$ cat config.mk
export PLATFORM = sky130hd
export DESIGN_NAME = alu_arbiter_flat
export DESIGN_NICKNAME = d
export VERILOG_FILES = /design/src/rtl/alu_pkg.sv /design/src/rtl/alu_arbiter_if.sv /design/src/rtl/alu_arbiter_alu.sv /design/src/rtl/alu_arbiter.sv /design/src/flat_wrapper.sv
export SDC_FILE = /design/constraint.sdc
export NUM_CORES = 1
export LEC_CHECK = 0
export BUFFER_PORTS_ARGS = -buffer_cell sky130_fd_sc_hd__buf_2
export CAP_MARGIN = 20
export CORE_MARGIN = 8
export CORE_UTILIZATION = 40
export CTS_CLUSTER_DIAMETER = 100
export DETAILED_ROUTE_END_ITERATION = 10
export SLEW_MARGIN = 30
export SYNTH_ARGS = -nofsm -noshare
export SYNTH_HDL_FRONTEND = slang
export SYNTH_HIERARCHICAL = 1
export SYNTH_SLANG_ARGS = --single-unit
$ cat constraint.sdc
create_clock -name clock -period 3.4 [get_ports clock]
set_clock_uncertainty 0.05 [all_clocks]
set_input_delay 0.17 -clock clock [delete_from_list [all_inputs] [get_ports clock]]
set_output_delay 0.17 -clock clock [all_outputs]
set_load 0.1 [all_outputs]
$ cat src/rtl/alu_pkg.sv
// Shared definitions for the two-port ALU arbiter: opcodes, FSM states and
// the operation/response register layouts.
package alu_pkg;

    localparam int unsigned DATA_W = 32;

    localparam logic [4:0] OP_ADD = 5'd0;
    localparam logic [4:0] OP_SUB = 5'd1;
    localparam logic [4:0] OP_AND = 5'd2;
    localparam logic [4:0] OP_OR  = 5'd3;
    localparam logic [4:0] OP_SLL = 5'd4;
    localparam logic [4:0] OP_SRA = 5'd5;

    // Opcodes above this value are illegal.
    localparam logic [4:0] OP_LAST_LEGAL = OP_SRA;

    typedef enum logic [1:0] {
        ST_IDLE = 2'd0,
        ST_EXEC = 2'd1,
        ST_DONE = 2'd2
    } state_t;

    typedef struct packed {
        logic [4:0]        opcode;
        logic [4:0]        shamt;
        logic [DATA_W-1:0] a;
        logic [DATA_W-1:0] b;
        logic              id;
    } op_t;

    typedef struct packed {
        logic              id;
        logic [DATA_W-1:0] result;
        logic              ne;
        logic              lt;
        logic              ovf;
        logic              illegal;
    } rsp_t;

    function automatic logic is_legal(input logic [4:0] opcode);
        return (opcode <= OP_LAST_LEGAL);
    endfunction

endpackage

$ cat src/rtl/alu_arbiter_if.sv
// Request/response bundle between two requesters, the arbiter and one consumer.
interface alu_arbiter_if;
    import alu_pkg::*;

    // A transfer happens on a rising edge where valid and ready are both high;
    // valid and payload stay stable until then, and ready never waits on
    // anything but the state of the receiver and the presented valids.
    logic              req0_valid;
    logic              req0_ready;
    logic [4:0]        req0_opcode;
    logic [4:0]        req0_shamt;
    logic [DATA_W-1:0] req0_a;
    logic [DATA_W-1:0] req0_b;

    logic              req1_valid;
    logic              req1_ready;
    logic [4:0]        req1_opcode;
    logic [4:0]        req1_shamt;
    logic [DATA_W-1:0] req1_a;
    logic [DATA_W-1:0] req1_b;

    logic              rsp_valid;
    logic              rsp_ready;
    logic              rsp_id;
    logic [DATA_W-1:0] rsp_result;
    logic              rsp_ne;
    logic              rsp_lt;
    logic              rsp_ovf;
    logic              rsp_illegal;

    modport slave (
        input  req0_valid, req0_opcode, req0_shamt, req0_a, req0_b,
        input  req1_valid, req1_opcode, req1_shamt, req1_a, req1_b,
        input  rsp_ready,
        output req0_ready, req1_ready,
        output rsp_valid, rsp_id, rsp_result, rsp_ne, rsp_lt, rsp_ovf, rsp_illegal
    );

    modport master (
        output req0_valid, req0_opcode, req0_shamt, req0_a, req0_b,
        output req1_valid, req1_opcode, req1_shamt, req1_a, req1_b,
        output rsp_ready,
        input  req0_ready, req1_ready,
        input  rsp_valid, rsp_id, rsp_result, rsp_ne, rsp_lt, rsp_ovf, rsp_illegal
    );

endinterface

$ cat src/rtl/alu_arbiter_alu.sv
// Purely combinational 32-bit ALU shared by both request ports.
module alu
    import alu_pkg::*;
(
    input  logic [4:0]        opcode,
    input  logic [4:0]        shamt,
    input  logic [DATA_W-1:0] a,
    input  logic [DATA_W-1:0] b,
    output logic [DATA_W-1:0] data_result,
    output logic              is_not_equal,
    output logic              is_less_than,
    output logic              overflow
);

    logic [DATA_W-1:0] sum;
    logic [DATA_W-1:0] diff;

    assign sum  = a + b;
    assign diff = a - b;

    always_comb begin
        data_result = '0;
        overflow    = 1'b0;
        case (opcode)
            OP_ADD: begin
                data_result = sum;
                // Signed overflow: same-sign operands giving a different-sign sum.
                overflow    = (a[DATA_W-1] == b[DATA_W-1]) && (sum[DATA_W-1] != a[DATA_W-1]);
            end
            OP_SUB: begin
                data_result = diff;
                overflow    = (a[DATA_W-1] != b[DATA_W-1]) && (diff[DATA_W-1] != a[DATA_W-1]);
            end
            OP_AND:  data_result = a & b;
            OP_OR:   data_result = a | b;
            OP_SLL:  data_result = a << shamt;
            OP_SRA:  data_result = $signed(a) >>> shamt;
            default: data_result = '0;
        endcase
    end

    assign is_not_equal = (a != b);
    assign is_less_than = ($signed(a) < $signed(b));

endmodule

$ cat src/rtl/alu_arbiter.sv
// Two-port front end to a single shared ALU: arbitrates, latches one operation,
// executes it for one cycle and holds the response until the consumer takes it.
module alu_arbiter
    import alu_pkg::*;
#(
    parameter int RR_EN = 1
)
(
    input  logic          clock,
    input  logic          reset_n,
    alu_arbiter_if.slave  bus,
    output state_t        dbg_state
);

    state_t state;
    state_t state_nxt;

    // 1 = port 1 was granted most recently, so port 0 wins the next tie.
    logic last_grant;

    op_t  op_q;
    op_t  op_in;
    rsp_t rsp_q;
    rsp_t rsp_nxt;

    logic grant0;
    logic grant1;
    logic accept;
    logic take;
    logic op_legal;

    logic [DATA_W-1:0] alu_result;
    logic              alu_ne;
    logic              alu_lt;
    logic              alu_ovf;

    // Arbitration
    always_comb begin
        grant0 = 1'b0;
        if (RR_EN != 0) begin
            grant0 = bus.req0_valid && (!bus.req1_valid || last_grant);
        end else begin
            grant0 = bus.req0_valid;
        end
        grant1 = bus.req1_valid && !grant0;
    end

    assign accept = (state == ST_IDLE) || ((state == ST_DONE) && bus.rsp_ready);
    assign take   = accept && (grant0 || grant1);

    assign bus.req0_ready = reset_n && accept && grant0;
    assign bus.req1_ready = reset_n && accept && grant1;

    always_comb begin
        op_in = '{opcode: bus.req0_opcode, shamt: bus.req0_shamt,
                  a: bus.req0_a, b: bus.req0_b, id: 1'b0};
        if (grant1) begin
            op_in = '{opcode: bus.req1_opcode, shamt: bus.req1_shamt,
                      a: bus.req1_a, b: bus.req1_b, id: 1'b1};
        end
    end

    // FSM
    always_ff @(posedge clock or negedge reset_n) begin
        if (!reset_n) begin
            state <= ST_IDLE;
        end else begin
            state <= state_nxt;
        end
    end

    always_comb begin
        state_nxt = state;
        case (state)
            ST_IDLE: begin
                if (take) state_nxt = ST_EXEC;
            end
            ST_EXEC: begin
                state_nxt = ST_DONE;
            end
            ST_DONE: begin
                if (bus.rsp_ready) state_nxt = take ? ST_EXEC : ST_IDLE;
            end
            default: begin
                state_nxt = ST_IDLE;
            end
        endcase
    end

    always_ff @(posedge clock or negedge reset_n) begin
        if (!reset_n) begin
            op_q       <= '0;
            last_grant <= 1'b1;
        end else if (take) begin
            op_q       <= op_in;
            last_grant <= grant1;
        end
    end

    // Shared ALU sees only the latched operation, never the request inputs.
    alu u_alu (
        .opcode       (op_q.opcode),
        .shamt        (op_q.shamt),
        .a            (op_q.a),
        .b            (op_q.b),
        .data_result  (alu_result),
        .is_not_equal (alu_ne),
        .is_less_than (alu_lt),
        .overflow     (alu_ovf)
    );

    always_comb begin
        op_legal        = is_legal(op_q.opcode);
        rsp_nxt         = '0;
        rsp_nxt.id      = op_q.id;
        rsp_nxt.illegal = !op_legal;
        if (op_legal) begin
            rsp_nxt.result = alu_result;
            if (op_q.opcode == OP_SUB) begin
                rsp_nxt.ne = alu_ne;
                rsp_nxt.lt = alu_lt;
            end
            if ((op_q.opcode == OP_ADD) || (op_q.opcode == OP_SUB)) begin
                rsp_nxt.ovf = alu_ovf;
            end
        end
    end

    always_ff @(posedge clock or negedge reset_n) begin
        if (!reset_n) begin
            rsp_q <= '0;
        end else if (state == ST_EXEC) begin
            rsp_q <= rsp_nxt;
        end
    end

    assign bus.rsp_valid   = (state == ST_DONE);
    assign bus.rsp_id      = rsp_q.id;
    assign bus.rsp_result  = rsp_q.result;
    assign bus.rsp_ne      = rsp_q.ne;
    assign bus.rsp_lt      = rsp_q.lt;
    assign bus.rsp_ovf     = rsp_q.ovf;
    assign bus.rsp_illegal = rsp_q.illegal;

    assign dbg_state = state;

endmodule

$ cat src/flat_wrapper.sv
// flat-port wrapper written by rule: the top's interface ports become plain ports
module alu_arbiter_flat import alu_pkg::*;
#(
    parameter int RR_EN = 1
)
  (clock, reset_n, dbg_state, bus_req0_valid, bus_req0_opcode, bus_req0_shamt, bus_req0_a, bus_req0_b, bus_req1_valid, bus_req1_opcode, bus_req1_shamt, bus_req1_a, bus_req1_b, bus_rsp_ready, bus_req0_ready, bus_req1_ready, bus_rsp_valid, bus_rsp_id, bus_rsp_result, bus_rsp_ne, bus_rsp_lt, bus_rsp_ovf, bus_rsp_illegal);
  alu_arbiter_if bus_i ();
  input  logic clock;
  input  logic reset_n;
  output state_t dbg_state;
  input wire logic [$bits(bus_i.req0_valid)-1:0] bus_req0_valid;
  input wire logic [$bits(bus_i.req0_opcode)-1:0] bus_req0_opcode;
  input wire logic [$bits(bus_i.req0_shamt)-1:0] bus_req0_shamt;
  input wire logic [$bits(bus_i.req0_a)-1:0] bus_req0_a;
  input wire logic [$bits(bus_i.req0_b)-1:0] bus_req0_b;
  input wire logic [$bits(bus_i.req1_valid)-1:0] bus_req1_valid;
  input wire logic [$bits(bus_i.req1_opcode)-1:0] bus_req1_opcode;
  input wire logic [$bits(bus_i.req1_shamt)-1:0] bus_req1_shamt;
  input wire logic [$bits(bus_i.req1_a)-1:0] bus_req1_a;
  input wire logic [$bits(bus_i.req1_b)-1:0] bus_req1_b;
  input wire logic [$bits(bus_i.rsp_ready)-1:0] bus_rsp_ready;
  output wire logic [$bits(bus_i.req0_ready)-1:0] bus_req0_ready;
  output wire logic [$bits(bus_i.req1_ready)-1:0] bus_req1_ready;
  output wire logic [$bits(bus_i.rsp_valid)-1:0] bus_rsp_valid;
  output wire logic [$bits(bus_i.rsp_id)-1:0] bus_rsp_id;
  output wire logic [$bits(bus_i.rsp_result)-1:0] bus_rsp_result;
  output wire logic [$bits(bus_i.rsp_ne)-1:0] bus_rsp_ne;
  output wire logic [$bits(bus_i.rsp_lt)-1:0] bus_rsp_lt;
  output wire logic [$bits(bus_i.rsp_ovf)-1:0] bus_rsp_ovf;
  output wire logic [$bits(bus_i.rsp_illegal)-1:0] bus_rsp_illegal;
  assign bus_i.req0_valid = bus_req0_valid;
  assign bus_i.req0_opcode = bus_req0_opcode;
  assign bus_i.req0_shamt = bus_req0_shamt;
  assign bus_i.req0_a = bus_req0_a;
  assign bus_i.req0_b = bus_req0_b;
  assign bus_i.req1_valid = bus_req1_valid;
  assign bus_i.req1_opcode = bus_req1_opcode;
  assign bus_i.req1_shamt = bus_req1_shamt;
  assign bus_i.req1_a = bus_req1_a;
  assign bus_i.req1_b = bus_req1_b;
  assign bus_i.rsp_ready = bus_rsp_ready;
  assign bus_req0_ready = bus_i.req0_ready;
  assign bus_req1_ready = bus_i.req1_ready;
  assign bus_rsp_valid = bus_i.rsp_valid;
  assign bus_rsp_id = bus_i.rsp_id;
  assign bus_rsp_result = bus_i.rsp_result;
  assign bus_rsp_ne = bus_i.rsp_ne;
  assign bus_rsp_lt = bus_i.rsp_lt;
  assign bus_rsp_ovf = bus_i.rsp_ovf;
  assign bus_rsp_illegal = bus_i.rsp_illegal;
  alu_arbiter #(.RR_EN(RR_EN)) u_core (.clock(clock), .reset_n(reset_n), .bus(bus_i), .dbg_state(dbg_state));
endmodule
Yosys cells after proc, flatten, opt, wreduce, memory -nomap -nowiden
Index checks and enable logic that the tools add are counted.
- output and inout port bits: 42
- register bits after elaboration: 115
- word-level logic and storage cells: 64
- input port bits: 153
- equality and inequality tests: 14
- bitwise operators: 2
- shift operators: 2
- order comparisons: 2
- reduce and logical (&&, ||, !) cells: 19
- add/sub/neg operators: 2
- multiplexer cells: 10
- operators by type and width (cell ; count):
    $pmux W32 S6 ; 1
    $mux W75 ; 1
    $mux W35 ; 1
    $add A32 B32 Y32 ; 1
    $and A32 B32 Y32 ; 1
    $lt A32 B32 Y1 ; 1
    $ne A32 B32 Y1 ; 1
    $or A32 B32 Y32 ; 1
    $shl A32 B5 Y32 ; 1
    $sshr A32 B5 Y32 ; 1
    $sub A32 B32 Y32 ; 1
    $eq A5 B2 Y1 const B ; 2
    $eq A5 B3 Y1 const B ; 2
    $logic_and A1 B1 Y1 ; 9
    $mux W2 ; 3
    $pmux W2 S3 ; 1
    $eq A5 B1 Y1 const B ; 1
    $le A5 B3 Y1 const B ; 1
    $logic_not A5 Y1 ; 1
    $logic_or A1 B1 Y1 ; 4
    $logic_not A1 Y1 ; 3
    $ne A1 B1 Y1 ; 3
    $eq A2 B1 Y1 const B ; 1
    $eq A2 B2 Y1 const B ; 1
    other kinds (7) ; 8

Depth between registers and ports, before layout
- depth after elaboration: 10
- gate-level depth with buffers: 14
- gate-level depth less buffers: 14

Hierarchy
The synthesis kept the hierarchy.
- by module, submodules not included (module ; area each (µm²) ; cells each ; sequential area each (µm²) ; times used):
    alu ; 8336.7 ; 1191 ; 0.0 ; 1
    alu_arbiter ; 4875.9 ; 367 ; 2879.0 ; 1

Worst setup path before layout
No wires, ideal clock.
- path kind: reg2reg
- start: register u_core/op_q[43] in the netlist's numbering
- end: register u_core.rsp_q (netlist bit u_core/bus.rsp_result[24])
- setup time: 0.122 ns
- path slack: 0.385 ns
- arrival time: 2.843 ns
- data required time: 3.228 ns
- cell stages (with the launch flop): 14
- clock period less this slack: 3.015 ns
- path buffers: 1
- cell sequence: dfrtp_1 -> inv_1 -> ha_1 -> clkbuf_1 -> or3_1 -> or3_1 -> a211oi_2 -> a211o_1 -> nor4_1 -> o41ai_1 -> o2bb2ai_1 -> xnor2_1 -> o21ai_1 -> a22o_1
- cells in the longest elaborated chain, start to end: 3
- elaborated cells between the ends (all ways): 6
- those cells by class: add/sub (2); shift (2); mux (2)
- RTL lines (what ; line ; source):
    start: declaration ; alu_arbiter.sv:21 ; op_t op_q;
    start signal: assignment ; alu_arbiter.sv:95 ; op_q <= op_in;
    $sub A32 B32 Y32, or another cell as far along ; alu_arbiter_alu.sv:19 ; assign diff = a - b;
    $pmux W32 S6 * ; alu_arbiter_alu.sv:24 ; case (opcode)
    via u_core.alu_result[24] ; alu_arbiter.sv:32 ; logic [DATA_W-1:0] alu_result;
    $mux W35 * ; alu_arbiter.sv:117 ; if (op_legal) begin
    end signal: assignment ; alu_arbiter.sv:133 ; rsp_q <= rsp_nxt;
    end: declaration ; alu_arbiter.sv:23 ; rsp_t rsp_q;
Mark *: on every way through the listed nets, which the timed path passes. The rest lies on a longest branch.
A chain may end at the register's enable or synchronous reset.

Worst setup path after layout
Same ends and word-level chain as after synthesis.

==> results.txt <==
WHS Endpoint: u_core/op_q[58]
combinational family with the most area after synthesis: compound AO/OA/AOI/OAI gates
asr flop ratio synth: 100.0%
Row Count: 66
total track usage: 30.99%
cell count after synthesis: 1,558
largest net degree at the start of global routing: 82
TritonRoute pass-1 iters: 7
Inserted Diodes: 0
Starting Density: 40.61%
final global-route overflow total: 0
P&R area growth vs syn: 27.45%
TritonCTS Buffers: 17
most used cell, CP: or3_1
Most Used Layer, Global Route: met2
Crit-path slowest cell: dfrtp_1
CP startpoint kind: flip-flop
Mapped Nets: 1,822
leakage: 7.725 nW
vias in the first global route: 14,090
Critical Path RT: 3.69 ns
WS Path Type: flip-flop to flip-flop
GR Util met3: 6.723%
Mapped Area: 13,210 sq um
Tmin final: 3.317 ns
register area share after synthesis: 21.79%
worst vdd ir: 966.5 uV
simple-gate share of the synthesized area: 11.28%
CTS tree: done
Routed Antenna Nets: 0
final worst path period share: 97.56%
WL/cell: 26.45 microns
Die X: 197.7 microns
Unique masters post-synth: 76
Hold Crit Class: primary input to flip-flop
#FFs+latches synth: 115
Yosys Warn Count: 6
Post-synth EDFFs: 0
WL final: 61.28 mm
Final GP Congestion: 1.020
commonest register cell after synthesis: dfrtp_1
Avg Inst Size Synth: 8.481 sq um
reg2reg end: u_core/bus.rsp_result[24]
Max transition margin: 36.74%
IO Port Bufs: 194
initial antenna violation count: 0
core area: 32,540 sq um
# clock sinks: 115
smallest setup slack after layout: 0.08295 ns
Worst Min Path Start: bus_req0_a[25]
Max Fanout on Critical Path: 5
Power, Total: 0.02168 W
clock-pin slew on the worst setup and hold paths: 0.06 ns
compound-gate portion of the synthesized area: 32.74%
Hold Vio Cnt, Final: 0
met1 Track Usage GR: 41.71%
final setup fails: 0
dpl cell area: 15,520 sq um
chip height: 197.7 microns
global-route wire length before repair: 90.65 mm
post-route cell area: 16,840 sq um
Worst setup EP type: flip-flop
CTS root buffer: clkbuf_16
HPWL after DPL: 48.61 mm
clock latency at the later pin of the worst-skew pair: 0.46 ns
max_cap viols: 0
Via density: 6.222
DRC errors left: 0
Adder-Cell Fraction of Synth Area: 10.63%
hold path depth: 3
# H-tree levels: 4
post-synthesis mux area share: 14.32%
hold slack: 0.01369 ns
RSZ-0062 raised after global routing: true
Fmax: 0.3015 GHz
nets: 2,127
Worst Setup SP: u_core/op_q[43]
worst-path cell chain: inv_1 > ha_1 > or3_1 > or3_1 > a211oi_2 > a211o_1 > nor4_2 > o41ai_1 > o2bb2ai_1 > xnor2_1 > o21ai_1 > a22o_1
Worst-Margin Slew: 0.9488 ns
layout cells sized above 1: 26.13%
register-to-register setup slack: 0.08 ns
R2R cell count: 12
total number of vias: 14,420
commonest non-fill, non-tap cell in the layout: buf_2
crit-path max cell delay: 0.50 ns
R2R Path Start: u_core/op_q[43]
# IOs: 195
clk buf depth: 2
Max Slew Vio Count: 0
most frequent cells in the layout: buf_2, buf_4, a21oi_1
status: complete, no violations
Die ar.: 39,100 sq um
met2 Usage GRT: 46.22%
Cell Pwr Density: 1287 nW/um^2
Synth Area in XOR/XNOR: 1.922%
Place WS: -0.02456 ns
Iter 0 DRT Violations: 1,592
CP arrival: 3.61 ns
what timing repair did:
action,CTS,global route
setup endpoints to repair,2,17
hold buffers,60,0
pin swaps,1,7
cloned,0,0
endpoints found under the hold margin,131,0
buffers inserted,0,1
gates resized for setup,2,26
routing by layer:
layer	part of all wire, %	vias to the layer above
met2	43	725
met1	44	7056
li1	-	6522
met3	8.0	113
met5	0	-
met4	5.2	0
registers in the layout (all words and copies together), names as in the netlist:
signal,cells
u_core/bus.rsp_ne,1
u_core/last_grant,1
u_core/bus.rsp_id,1
u_core/dbg_state,2
u_core/bus.rsp_result,32
u_core/bus.rsp_illegal,1
u_core/bus.rsp_ovf,1
u_core/op_q,75
u_core/bus.rsp_lt,1
per-stage QoR:
stage	TNS, ns	util (%)	std cells
floorplan	0	-	1558
global placement	-0.01948	47.69	2225
detailed placement	-0.03723	47.69	2225
CTS	0	51.42	2316
global route	-0.05779	51.76	2317
finish	0	51.76	2317
worst max-delay path, delay by kind of cell, from the launching register on:
| kind | cells | cell delay [ns] |
|---|---|---|
| fa+ha+maj | 1 | 0.36 |
| compound gates | 6 | 1.32 |
| flops | 1 | 0.50 |
| xor+xnor | 1 | 0.15 |
| buf+inv | 1 | 0.08 |
| simple gates | 3 | 0.75 |
area by class of cell:
| type | count | area, sq um |
|---|---|---|
| Fill cell | 3196 | 15700 |
| Multi-Input combinational cell | 1204 | 9502 |
| Timing Repair Buffer | 417 | 2889 |
| Sequential cell | 115 | 2888 |
| Tap cell | 442 | 553.0 |
| Clock buffer | 22 | 474.2 |
| Inverter | 108 | 405.4 |
| Clock inverter | 9 | 128.9 |
cells in the mapped netlist, drive strengths merged, types with 6 or more instances:
cell type / count / share of area, %
o211ai: 27 / 1.5
ha: 109 / 10
mux4: 39 / 6.6
mux2: 18 / 1.5
a21boi: 6 / 0.34
or2: 6 / 0.28
o21bai: 13 / 0.74
a21o: 14 / 0.80
nand2b: 24 / 1.1
o21a: 7 / 0.40
buf: 57 / 2.2
o32ai: 77 / 5.1
o21ai: 116 / 4.4
a221oi: 8 / 0.53
a211o: 8 / 0.53
nand3: 14 / 0.53
nor4: 7 / 0.33
xnor2: 24 / 1.6
nand4: 7 / 0.33
a2bb2oi: 76 / 5.0
a222oi: 9 / 0.68
dfrtp: 114 / 22
nor2b: 13 / 0.62
a22o: 33 / 2.2
o221ai: 10 / 0.66
o31ai: 7 / 0.40
nor2: 109 / 3.1
inv: 105 / 3.0
a211oi: 23 / 1.4
a21oi: 120 / 4.5
o22ai: 9 / 0.43
or3: 9 / 0.43
nand2: 86 / 2.4
nor3: 25 / 0.95
clkbuf: 74 / 2.1
a22oi: 9 / 0.51
mux2i: 81 / 6.1
cell families after synthesis:
group | Yosys count
compound gates | 605
simple gates | 321
buf+inv | 239
mux | 138
flops | 115
fa+ha+maj | 111
xor+xnor | 29
how the worst max path moves through the flow:
stage,to,slack [ns],depth (start not counted)
final,u_core/bus.rsp_result[24],0.08,12
after global routing,u_core/bus.rsp_ovf,-0.05,14
after CTS,u_core/bus.rsp_result[31],0.003,14
after detailed placement,u_core/bus.rsp_result[31],-0.02,13
after global placement,u_core/bus.rsp_result[26],-0.02,15
after floorplan,u_core/bus.rsp_result[24],0.38,13
power breakdown:
group          internal (W)  switching [W]  total (W)
Sequential          0.00185       0.000625    0.00248
Clock               0.00120       0.000697    0.00190
Combinational       0.00681         0.0105     0.0173
Total               0.00986         0.0118     0.0217
Power figures use the tool's default switching activity.
